==> src/rtl/window_gen.sv <==
// window_gen: paced pseudo-random window position generator.
//   iClk        clock
//   iRst        synchronous active-low reset
//   iFrameTick  one-cycle pulse per frame
//   iEnable     run request; low returns to idle without pushing
//   iPause      freezes the frame counter
//   oShift      one-cycle push strobe for the downstream position register
//   oValue      new window position, valid with oShift and held afterwards
//   oCount      windows pushed so far, saturating at P_NUM
//   oFull       high once oCount reaches P_NUM
module window_gen #(
  parameter int V_TOT = 525,
  parameter int P_NUM = 4,
  parameter int GAP = 120,
  parameter int MARGIN = 40,
  parameter int PERIOD = 60,
  parameter logic [15:0] SEED = 16'hACE1,
  localparam int V_SIZE = $clog2(V_TOT),
  localparam int C_SIZE = $clog2(P_NUM + 1)
) (
  input  logic              iClk,
  input  logic              iRst,
  input  logic              iFrameTick,
  input  logic              iEnable,
  input  logic              iPause,
  output logic              oShift,
  output logic [V_SIZE-1:0] oValue,
  output logic [C_SIZE-1:0] oCount,
  output logic              oFull
);
  localparam int RANGE = V_TOT - GAP - 2 * MARGIN;
  localparam logic [V_SIZE-1:0] RANGE_V = V_SIZE'(RANGE);
  localparam logic [V_SIZE-1:0] MARGIN_V = V_SIZE'(MARGIN);
  localparam logic [C_SIZE-1:0] FULL_V = C_SIZE'(P_NUM);
  localparam logic [7:0] LAST_V = 8'(PERIOD - 1);
  // an all-zero seed would lock the LFSR
  localparam logic [15:0] SEED_V = (SEED == 16'h0) ? 16'h0001 : SEED;
  localparam logic [2:0] IDLE = 3'd0;
  localparam logic [2:0] WAIT = 3'd1;
  localparam logic [2:0] GEN  = 3'd2;
  localparam logic [2:0] FOLD = 3'd3;
  localparam logic [2:0] EMIT = 3'd4;
  logic [2:0] state_q, state_d;
  logic [7:0] cnt_q, cnt_d;
  logic [15:0] lfsr_q, lfsr_d, lfsr_nx;
  logic [V_SIZE-1:0] raw_q, raw_d, value_q, value_d;
  logic [C_SIZE-1:0] count_q, count_d;
  logic shift_q, shift_d, full_q;
  assign lfsr_nx = {lfsr_q[14:0], lfsr_q[15] ^ lfsr_q[13] ^ lfsr_q[12] ^ lfsr_q[10]};
  always_comb begin
    state_d = state_q;
    cnt_d = cnt_q;
    lfsr_d = lfsr_q;
    raw_d = raw_q;
    value_d = value_q;
    count_d = count_q;
    shift_d = 1'b0;
    if (state_q != IDLE && !iEnable) state_d = IDLE;
    else begin
      case (state_q)
        IDLE: begin
          state_d = iEnable ? WAIT : IDLE;
          cnt_d = iEnable ? 8'd0 : cnt_q;
        end
        WAIT: if (iFrameTick && !iPause) begin
          cnt_d = (cnt_q == LAST_V) ? 8'd0 : cnt_q + 8'd1;
          state_d = (cnt_q == LAST_V) ? GEN : WAIT;
        end
        GEN: begin
          lfsr_d = lfsr_nx;
          raw_d = lfsr_nx[V_SIZE-1:0];
          state_d = FOLD;
        end
        // modulo by repeated subtraction, one step per cycle
        FOLD: begin
          raw_d = (raw_q >= RANGE_V) ? raw_q - RANGE_V : raw_q;
          value_d = (raw_q >= RANGE_V) ? value_q : MARGIN_V + raw_q;
          state_d = (raw_q >= RANGE_V) ? FOLD : EMIT;
        end
        EMIT: begin
          shift_d = 1'b1;
          count_d = (count_q == FULL_V) ? count_q : count_q + 1'b1;
          state_d = WAIT;
        end
        default: state_d = IDLE;
      endcase
    end
  end
  always_ff @(posedge iClk) begin
    if (!iRst) begin
      state_q <= IDLE;
      cnt_q <= 8'd0;
      lfsr_q <= SEED_V;
      raw_q <= '0;
      value_q <= '0;
      count_q <= '0;
      shift_q <= 1'b0;
      full_q <= 1'b0;
    end else begin
      state_q <= state_d;
      cnt_q <= cnt_d;
      lfsr_q <= lfsr_d;
      raw_q <= raw_d;
      value_q <= value_d;
      count_q <= count_d;
      shift_q <= shift_d;
      full_q <= (count_d == FULL_V);
    end
  end
  assign oShift = shift_q;
  assign oValue = value_q;
  assign oCount = count_q;
  assign oFull = full_q;
endmodule

==> config.mk <==
export PLATFORM = sky130hd
export DESIGN_NAME = window_gen
export DESIGN_NICKNAME = d
export VERILOG_FILES = /design/src/rtl/window_gen.sv
export SDC_FILE = /design/constraint.sdc
export NUM_CORES = 1
export LEC_CHECK = 0
export ABC_AREA = 1
export BUFFER_PORTS_ARGS = -buffer_cell sky130_fd_sc_hd__buf_2
export CORE_MARGIN = 3
export CORE_UTILIZATION = 54
export CTS_CLUSTER_SIZE = 24
export DETAILED_ROUTE_END_ITERATION = 10
export PLACE_DENSITY = 0.72
export SLEW_MARGIN = 15
export SYNTH_ARGS = -nofsm -noshare
export SYNTH_HDL_FRONTEND = slang
export SYNTH_SLANG_ARGS = --single-unit
==> constraint.sdc <==
create_clock -name iClk -period 1.85 [get_ports iClk]
set_input_delay 0.2775 -clock iClk [delete_from_list [all_inputs] [get_ports iClk]]
set_output_delay 0.2775 -clock iClk [all_outputs]
set_load 0.1 [all_outputs]
==> summary.txt, run 1 <==
Synth
  – Synth top area share: 38.9%
  – Fraction of registers with async set/reset: 0%
  – Number of synthesized flops with an enable pin: 0
  – Cells taking the most area after synthesis: dfxtp_1, nand2_1, nor2_1
  – Area of the mapped netlist: 0.00268 mm^2
  – FF+latch count, synth: 52
  – Register area share after synthesis: 38.9%
  – YS warnings: 0
  – Most area-hungry cell type in the Yosys netlist: dfxtp_1
  – Synth Instances: 386
  – Distinct cells, synth: 35
  – Main flop type after synthesis: dfxtp_1
  – Synth Area per Inst: 6.93 um^2
  – Syn_nets: 398

Die
  – Core area: 0.00456 mm^2
  – Die area: 0.00583 mm^2
  – Die Span X: 76.4 um
  – IO Pins: 20
  – Initial Util: 58.6%
  – Num rows: 24
  – Die Span Y: 76.4 um

Critical path
  – Crit-path cells: inv_1 -> ha_1 -> inv_1 -> nor2_1 -> nand2_1 -> nand3_2 -> nand2_4 -> nand4_2 -> buf_4 -> nand2_1 -> a21oi_1
  – Critical path arrival: 1.87 ns
  – Kind of critical path: reg -> reg
  – Startpoint types: register
  – Crit path largest cell delay: 0.39 ns
  – Critical path capture point type: register
  – Maximum fanout along the worst path: 6
  – Buffers & Inverters on Critical Path: 3
  – CP top delay family: simple AND/OR/NAND/NOR gates
  – Worst path slowest cell: dfxtp_1
  – CP required: 2.04 ns

Pwr
  – Int Pwr: 1.63 mW
  – Leak: 1.44 nW
  – Clk pwr share: 40.9%
  – P_sw: 0.453 mW
  – Sw frac: 21.8%
  – Pwr/cell area: 703 mW/mm^2
  – Seq pwr share: 54.3%
  – Maximum VDD drop: 0.590 mV
  – Logic gate share of total power: 4.7%

Drt
  – Total Routed Length: 5.42 mm
  – Via count: 2391
  – Post-route DRC: 0
  – Drt initial violations: 185
  – Final ANT Viol Nets: 0
  – Routed WL per cell: 11.5 um
  – Vias per cell: 5.07
  – Total iterations of the first detailed-routing run: 4

Final layout
  – Final #Nets: 418
  – ANT cells: 0
  – Area occupied by multi-input gates: 0.00139 mm^2
  – Most common cell after layout, fill and taps aside: nand2_1
  – Post-Route Utilization: 64.9%
  – Register area: 0.00104 mm^2
  – Most frequent cells in the layout: nand2_1, nor2_1, dfxtp_1, inv_1, a21oi_1
  – Fraction of layout cells with a size suffix above 1: 14.0%
  – Filler cell count: 452
  – P&R area growth vs syn: 10.7%

Global routing
  – Vias in the first global route: 2182
  – Total Routing Usage GR: 19.4%
  – Antenna violations before repair: 0
  – GRT Residual Overflow: 0
  – Largest net degree at the start of global routing: 33
  – First-pass GRT wire length: 9.51 mm

STA
  – Minimum clock period: 1.68 ns
  – Fmax: 0.596 GHz
  – Total negative setup slack: 0 ns
  – Fin crit share: 90.7%
  – Max Slew Vio Count: 0
  – Final setup viols: 0
  – RSZ-0062 raised after global routing: false
  – Slew @ Worst Pin: 0.530 ns
  – Slew HR: 64.7%
  – Hold Vio Cnt, Final: 0
  – Final worst clock skew: 0.00749 ns

Worst hold path
  – HP Class: in -> reg

CTS
  – Clock slew at reported path FFs: 0.09 ns
  – Root Buffer: clkbuf_8
  – H-tree depth: 2
  – CTS Buffer Depth: 2
  – Worst skew pair latency: 0.32 ns
  – Cts bufs inserted: 5
  – CTS tree: yes
  – CTS Hold Bufs: 0
  – Clk sinks: 52

Placement
  – HPWL Detailed: 3.82 mm
  – IO Port Bufs: 19
  – Placer congestion estimate: 0.933

Flow run
  – Maxcap violations: 0

Status
  – Status: finished clean
[synth_stat cells (3+ instances only)]
cell type  count
o21ai_0       21
buf_6          3
dfxtp_1       52
nor2_1        54
inv_2          4
nand3_1       23
nand2_2        3
xnor2_1        3
nand2_1      101
a21oi_1       26
ha_1           7
nor2_2         3
nor3_1         4
clkbuf_1       6
xor2_1         7
o211ai_1       3
inv_1         44
[power groups by stage]
| stage | Sequential [mW] | Combinational [mW] | Clock (mW) |
|---|---|---|---|
| final | 1.13 | 0.0988 | 0.851 |
| after global routing | 1.13 | 0.113 | 0.920 |
| after CTS | 1.13 | 0.0939 | 0.876 |
| after detailed placement | 1.16 | 0.0938 | 0 |
| after global placement | 1.16 | 0.0913 | 0 |
| after floorplan | 1.16 | 0.0754 | 0 |
[worst register-to-register path, cell delays in order, from the launching register on]
cell and delay, ns:
dfxtp_1 0.39, inv_1 0.10, ha_1 0.19, inv_1 0.05, nor2_1 0.03, nand2_1 0.09
nand3_2 0.09, nand2_4 0.09, nand4_2 0.18, buf_4 0.23, nand2_1 0.06, a21oi_1 0.06
[final cells by class]
class / count / share of cell area [%]
multi-input combinational: 274 / 47.0
clock inverter: 1 / 1.01
tap: 65 / 2.75
sequential: 52 / 35.2
inverter: 48 / 6.09
timing repair buffer: 25 / 4.73
clock buffer: 7 / 3.25
[metal layers]
layer / vias to the layer above / global-route usage [%] / part of all wire [%]
met4: 0 / 8.88 / 2.6
met2: 50 / 31.4 / 44
met3: 13 / 3.90 / 3.6
met1: 1075 / 25.0 / 49
met5: - / 0 / 0
li1: 1253 / - / -
[metrics by stage]
stage	area [um^2]	setup WS, ns	power, mW	instances	hold WS (ns)
after floorplan	2680	0.00839	1.23	386	0.411
after global placement	2820	0.179	1.25	463	0.423
after detailed placement	2820	0.165	1.25	463	0.423
after CTS	2940	0.144	2.10	471	0.275
after global routing	2960	0.00210	2.16	472	0.302
final	2960	0.173	2.08	472	0.279
[worst paths after layout]
path	end	startpoint	slack [ns]	depth (start not counted)
min reg2reg	oValue[9]	oValue[9]	0.44	2
max reg2reg	oValue[0]	raw_q[1]	0.17	11
max	oValue[0]	raw_q[1]	0.17	11
min	state_q[2]	iPause	0.28	4
[repair_timing]
item,CTS,global route
buffers inserted,0,0
hold endpoints to repair,0,0
setup endpoints to repair,0,9
gates resized for setup,0,1
[registers in the layout (all words and copies together) (netlist names)]
| register | count |
|---|---|
| raw_q | 10 |
| cnt_q | 8 |
| oCount | 3 |
| state_q | 3 |
| oValue | 10 |
| oFull | 1 |
| lfsr_q | 16 |
| oShift | 1 |
[kinds of logic (layout without fill, tap and decap cells)]
| family | count (synthesis) | count (layout) | share of synthesized area (%) |
|---|---|---|---|
| flops | 52 | 52 | 38.9 |
| xor+xnor | 10 | 10 | 3.27 |
| compound gates | 54 | 54 | 10.8 |
| buf+inv | 61 | 81 | 9.78 |
| fa+ha+maj | 7 | 7 | 3.27 |
| simple gates | 202 | 203 | 34.0 |
(Power assumes the default switching activity.)
==> run 2: changes to the inputs <==
- SETUP_SLACK_MARGIN: unset -> 0.4
==> summary.txt, run 2 (same netlist as run 1, synthesis figures left out) <==
Placement
  – IO Port Bufs: 19 (unchanged)
  – Post-Place Cells: 465 (was 463)
  – HPWL Detailed: 3.89 mm (was 3.82 mm)
  – Area after DPL: 0.00284 mm^2 (was 0.00282 mm^2)
  – Placer congestion estimate: 0.899 (was 0.933)

STA
  – Slew HR: 64.9% (was 64.7%)
  – RSZ-0062 raised after global routing: true (was false)
  – Total negative setup slack: 0 ns (unchanged)
  – Fmax: 0.618 GHz (was 0.596 GHz)
  – Hold Vio Cnt, Final: 0 (unchanged)
  – Final worst clock skew: 0.00688 ns (was 0.00749 ns)
  – Slew @ Worst Pin: 0.526 ns (was 0.530 ns)
  – Fin crit share: 87.5% (was 90.7%)
  – Max Slew Vio Count: 0 (unchanged)
  – Final setup viols: 0 (unchanged)
  – Minimum clock period: 1.62 ns (was 1.68 ns)

Die
  – Die area: 0.00583 mm^2 (unchanged)
  – Die Span X: 76.4 um (unchanged)
  – Core area: 0.00456 mm^2 (unchanged)
  – Num rows: 24 (unchanged)
  – IO Pins: 20 (unchanged)
  – Initial Util: 58.6% (unchanged)
  – Die Span Y: 76.4 um (unchanged)

Global routing
  – GRT Residual Overflow: 0 (unchanged)
  – Largest net degree at the start of global routing: 22 (was 33)
  – Total Routing Usage GR: 22.0% (was 19.4%)
  – Vias in the first global route: 2173 (was 2182)
  – First-pass GRT wire length: 10.3 mm (was 9.51 mm)
  – Antenna violations before repair: 0 (unchanged)

Drt
  – Final ANT Viol Nets: 0 (unchanged)
  – WL met3: 486 um (was 197 um)
  – Total Routed Length: 6.92 mm (was 5.42 mm)
  – Routed WL per cell: 14.0 um (was 11.5 um)
  – Drt initial violations: 249 (was 185)
  – Total iterations of the first detailed-routing run: 6 (was 4)
  – Vias per cell: 5.41 (was 5.07)
  – Via count: 2678 (was 2391)
  – Post-route DRC: 0 (unchanged)
  – Met2 wire length: 3.24 mm (was 2.40 mm)
  – Top layer in use: met4 (unchanged)
  – WL met1: 2.98 mm (was 2.68 mm)

Final layout
  – Fraction of layout cells with a size suffix above 1: 32.1% (was 14.0%)
  – Max reg flops: 16 (unchanged)
  – Filler cell count: 350 (was 452)
  – Final #Nets: 441 (was 418)
  – P&R area growth vs syn: 26.9% (was 10.7%)
  – Most common cell after layout, fill and taps aside: nand2_1 (unchanged)
  – Final instance area: 0.00340 mm^2 (was 0.00296 mm^2)
  – ANT cells: 0 (unchanged)
  – Register with the most flip-flops: lfsr_q (unchanged)
  – Most frequent cells in the layout: nand2_1, nor2_1, dfxtp_1, inv_1, buf_4 (was nand2_1, nor2_1, dfxtp_1, inv_1, a21oi_1)
  – Final std cells w/o fill: 495 (was 472)

Critical path
  – Crit path largest cell delay: 0.41 ns (was 0.39 ns)
  – Worst path slowest cell: dfxtp_4 (was dfxtp_1)
  – Startpoint types: register (unchanged)
  – R2r setup slk: 0.23 ns (was 0.17 ns)
  – Critical path capture point type: register (unchanged)
  – Worst reg2reg path depth: 11 (unchanged)
  – Launching point of the worst reg2reg path: raw_q[0] (was raw_q[1])
  – Maximum fanout along the worst path: 5 (was 6)
  – Crit Reg-Reg Endpoint: raw_q[8] (was oValue[0])
  – Crit-path cells: inv_4 -> ha_4 -> inv_4 -> nand2_1 -> nand2_1 -> nand3_1 -> nand3_1 -> nand2_1 -> o21ai_0 -> nor2_1 -> nor2_1 (was inv_1 -> ha_1 -> inv_1 -> nor2_1 -> nand2_1 -> nand3_2 -> nand2_4 -> nand4_2 -> buf_4 -> nand2_1 -> a21oi_1)
  – CP required: 2.10 ns (was 2.04 ns)
  – Kind of critical path: reg -> reg (unchanged)
  – Cell mode on critical path: nand2_1
  – Critical path arrival: 1.87 ns (about the same)

Flow run
  – Maxcap violations: 0 (unchanged)

Worst hold path
  – Worst hold path startpoint: iRst (was iPause)
  – WHS Path Cells: 2 (was 4)
  – Min-Delay Endpoint: lfsr_q[13] (was state_q[2])
  – HP Class: in -> reg (unchanged)

CTS
  – Clock slew at reported path FFs: 0.09 ns (about the same)
  – H-tree depth: 2 (unchanged)
  – CTS Buffer Depth: 2 (unchanged)
  – Clk sinks: 52 (unchanged)
  – Root Buffer: clkbuf_8 (unchanged)
  – CTS Hold Bufs: 0 (unchanged)
  – Worst skew pair latency: 0.31 ns (was 0.32 ns)
  – CTS tree: yes (unchanged)
  – Cts bufs inserted: 5 (unchanged)

Status
  – Status: finished clean (unchanged)

Pwr
  – Maximum VDD drop: 0.404 mV (was 0.590 mV)
  – Final Power: 2.02 mW (was 2.08 mW)
  – Pwr/cell area: 595 mW/mm^2 (was 703 mW/mm^2)
  – Leak: 1.53 nW (was 1.44 nW)
run 2: changes by cell type in the layout (fill, tap and decap cells not counted), moves of 5 or more:
cell,change
inv_1,-7
a21oi_2,+8
nand2_2,+18
nor2_1,-7
nand2_1,-18
buf_4,+18
a21oi_1,-9
dfxtp_2,+7
dfxtp_4,+5
inv_4,+5
dfxtp_1,-12
run 2: area by class of cell:
cell class / instances / area (um^2) / share of cell area [%]
Timing Repair Buffer: 43 / 275 / 8.11
Multi-Input combinational cell: 278 / 1660 / 48.9
Clock buffer: 5 / 68.8 / 2.03
Timing Repair inverter: 1 / 7.51 / 0.221
Inverter: 48 / 196 / 5.78
Clock inverter: 3 / 37.5 / 1.11
Sequential cell: 52 / 1070 / 31.5
Tap cell: 65 / 81.3 / 2.39
run 2: timing repair:
| item | 4_1_cts | 5_1_grt |
|---|---|---|
| gates resized for setup | 26 | 54 |
| setup buffers | 7 | 9 |
| endpoints found under the setup margin | 28 | 31 |
| cloned | 5 | 1 |
| pin swaps | 9 | 11 |
run 2: report_power, final:
| group | leakage, nW | internal, mW | switching, mW |
|---|---|---|---|
| Clock | 0.0532 | 0.394 | 0.360 |
| Combinational | 1.05 | 0.0462 | 0.0946 |
| Sequential | 0.427 | 1.12 | 0.00844 |
| Total | 1.53 | 1.56 | 0.463 |
run 2: worst max-delay path, delay by kind of cell, from the launching register on:
family          cells  cell delay [ns]
simple gates        7             0.66
flops               1             0.41
buf+inv             2             0.12
compound gates      1             0.20
fa+ha+maj           1             0.17
run 2: worst max path at each step:
stage / from / end / slack, ns / depth (start not counted)
final: raw_q[0] / raw_q[8] / 0.23 / 11
after global routing: raw_q[0] / raw_q[0] / 0.14 / 11
after CTS: raw_q[1] / raw_q[7] / 0.36 / 12
after detailed placement: raw_q[1] / oValue[3] / 0.10 / 11
after global placement: raw_q[1] / oValue[0] / 0.20 / 11
after floorplan: raw_q[0] / raw_q[8] / 0.42 / 11
run 2: through the flow:
step	setup slack [ns]	hold WS [ns]	utilization, %
after floorplan	0.419	0.404	-
after global placement	0.204	0.439	62.3
after detailed placement	0.103	0.434	62.3
after CTS	0.355	0.284	69.0
after global routing	0.143	0.299	74.4
final	0.231	0.296	74.4
run 2: layer usage:
layer | track usage [%] | up-vias
met2 | 34.4 | 123
met4 | 10.5 | 0
li1 | - | 1313
met3 | 4.37 | 21
met5 | 0 | -
met1 | 29.0 | 1221
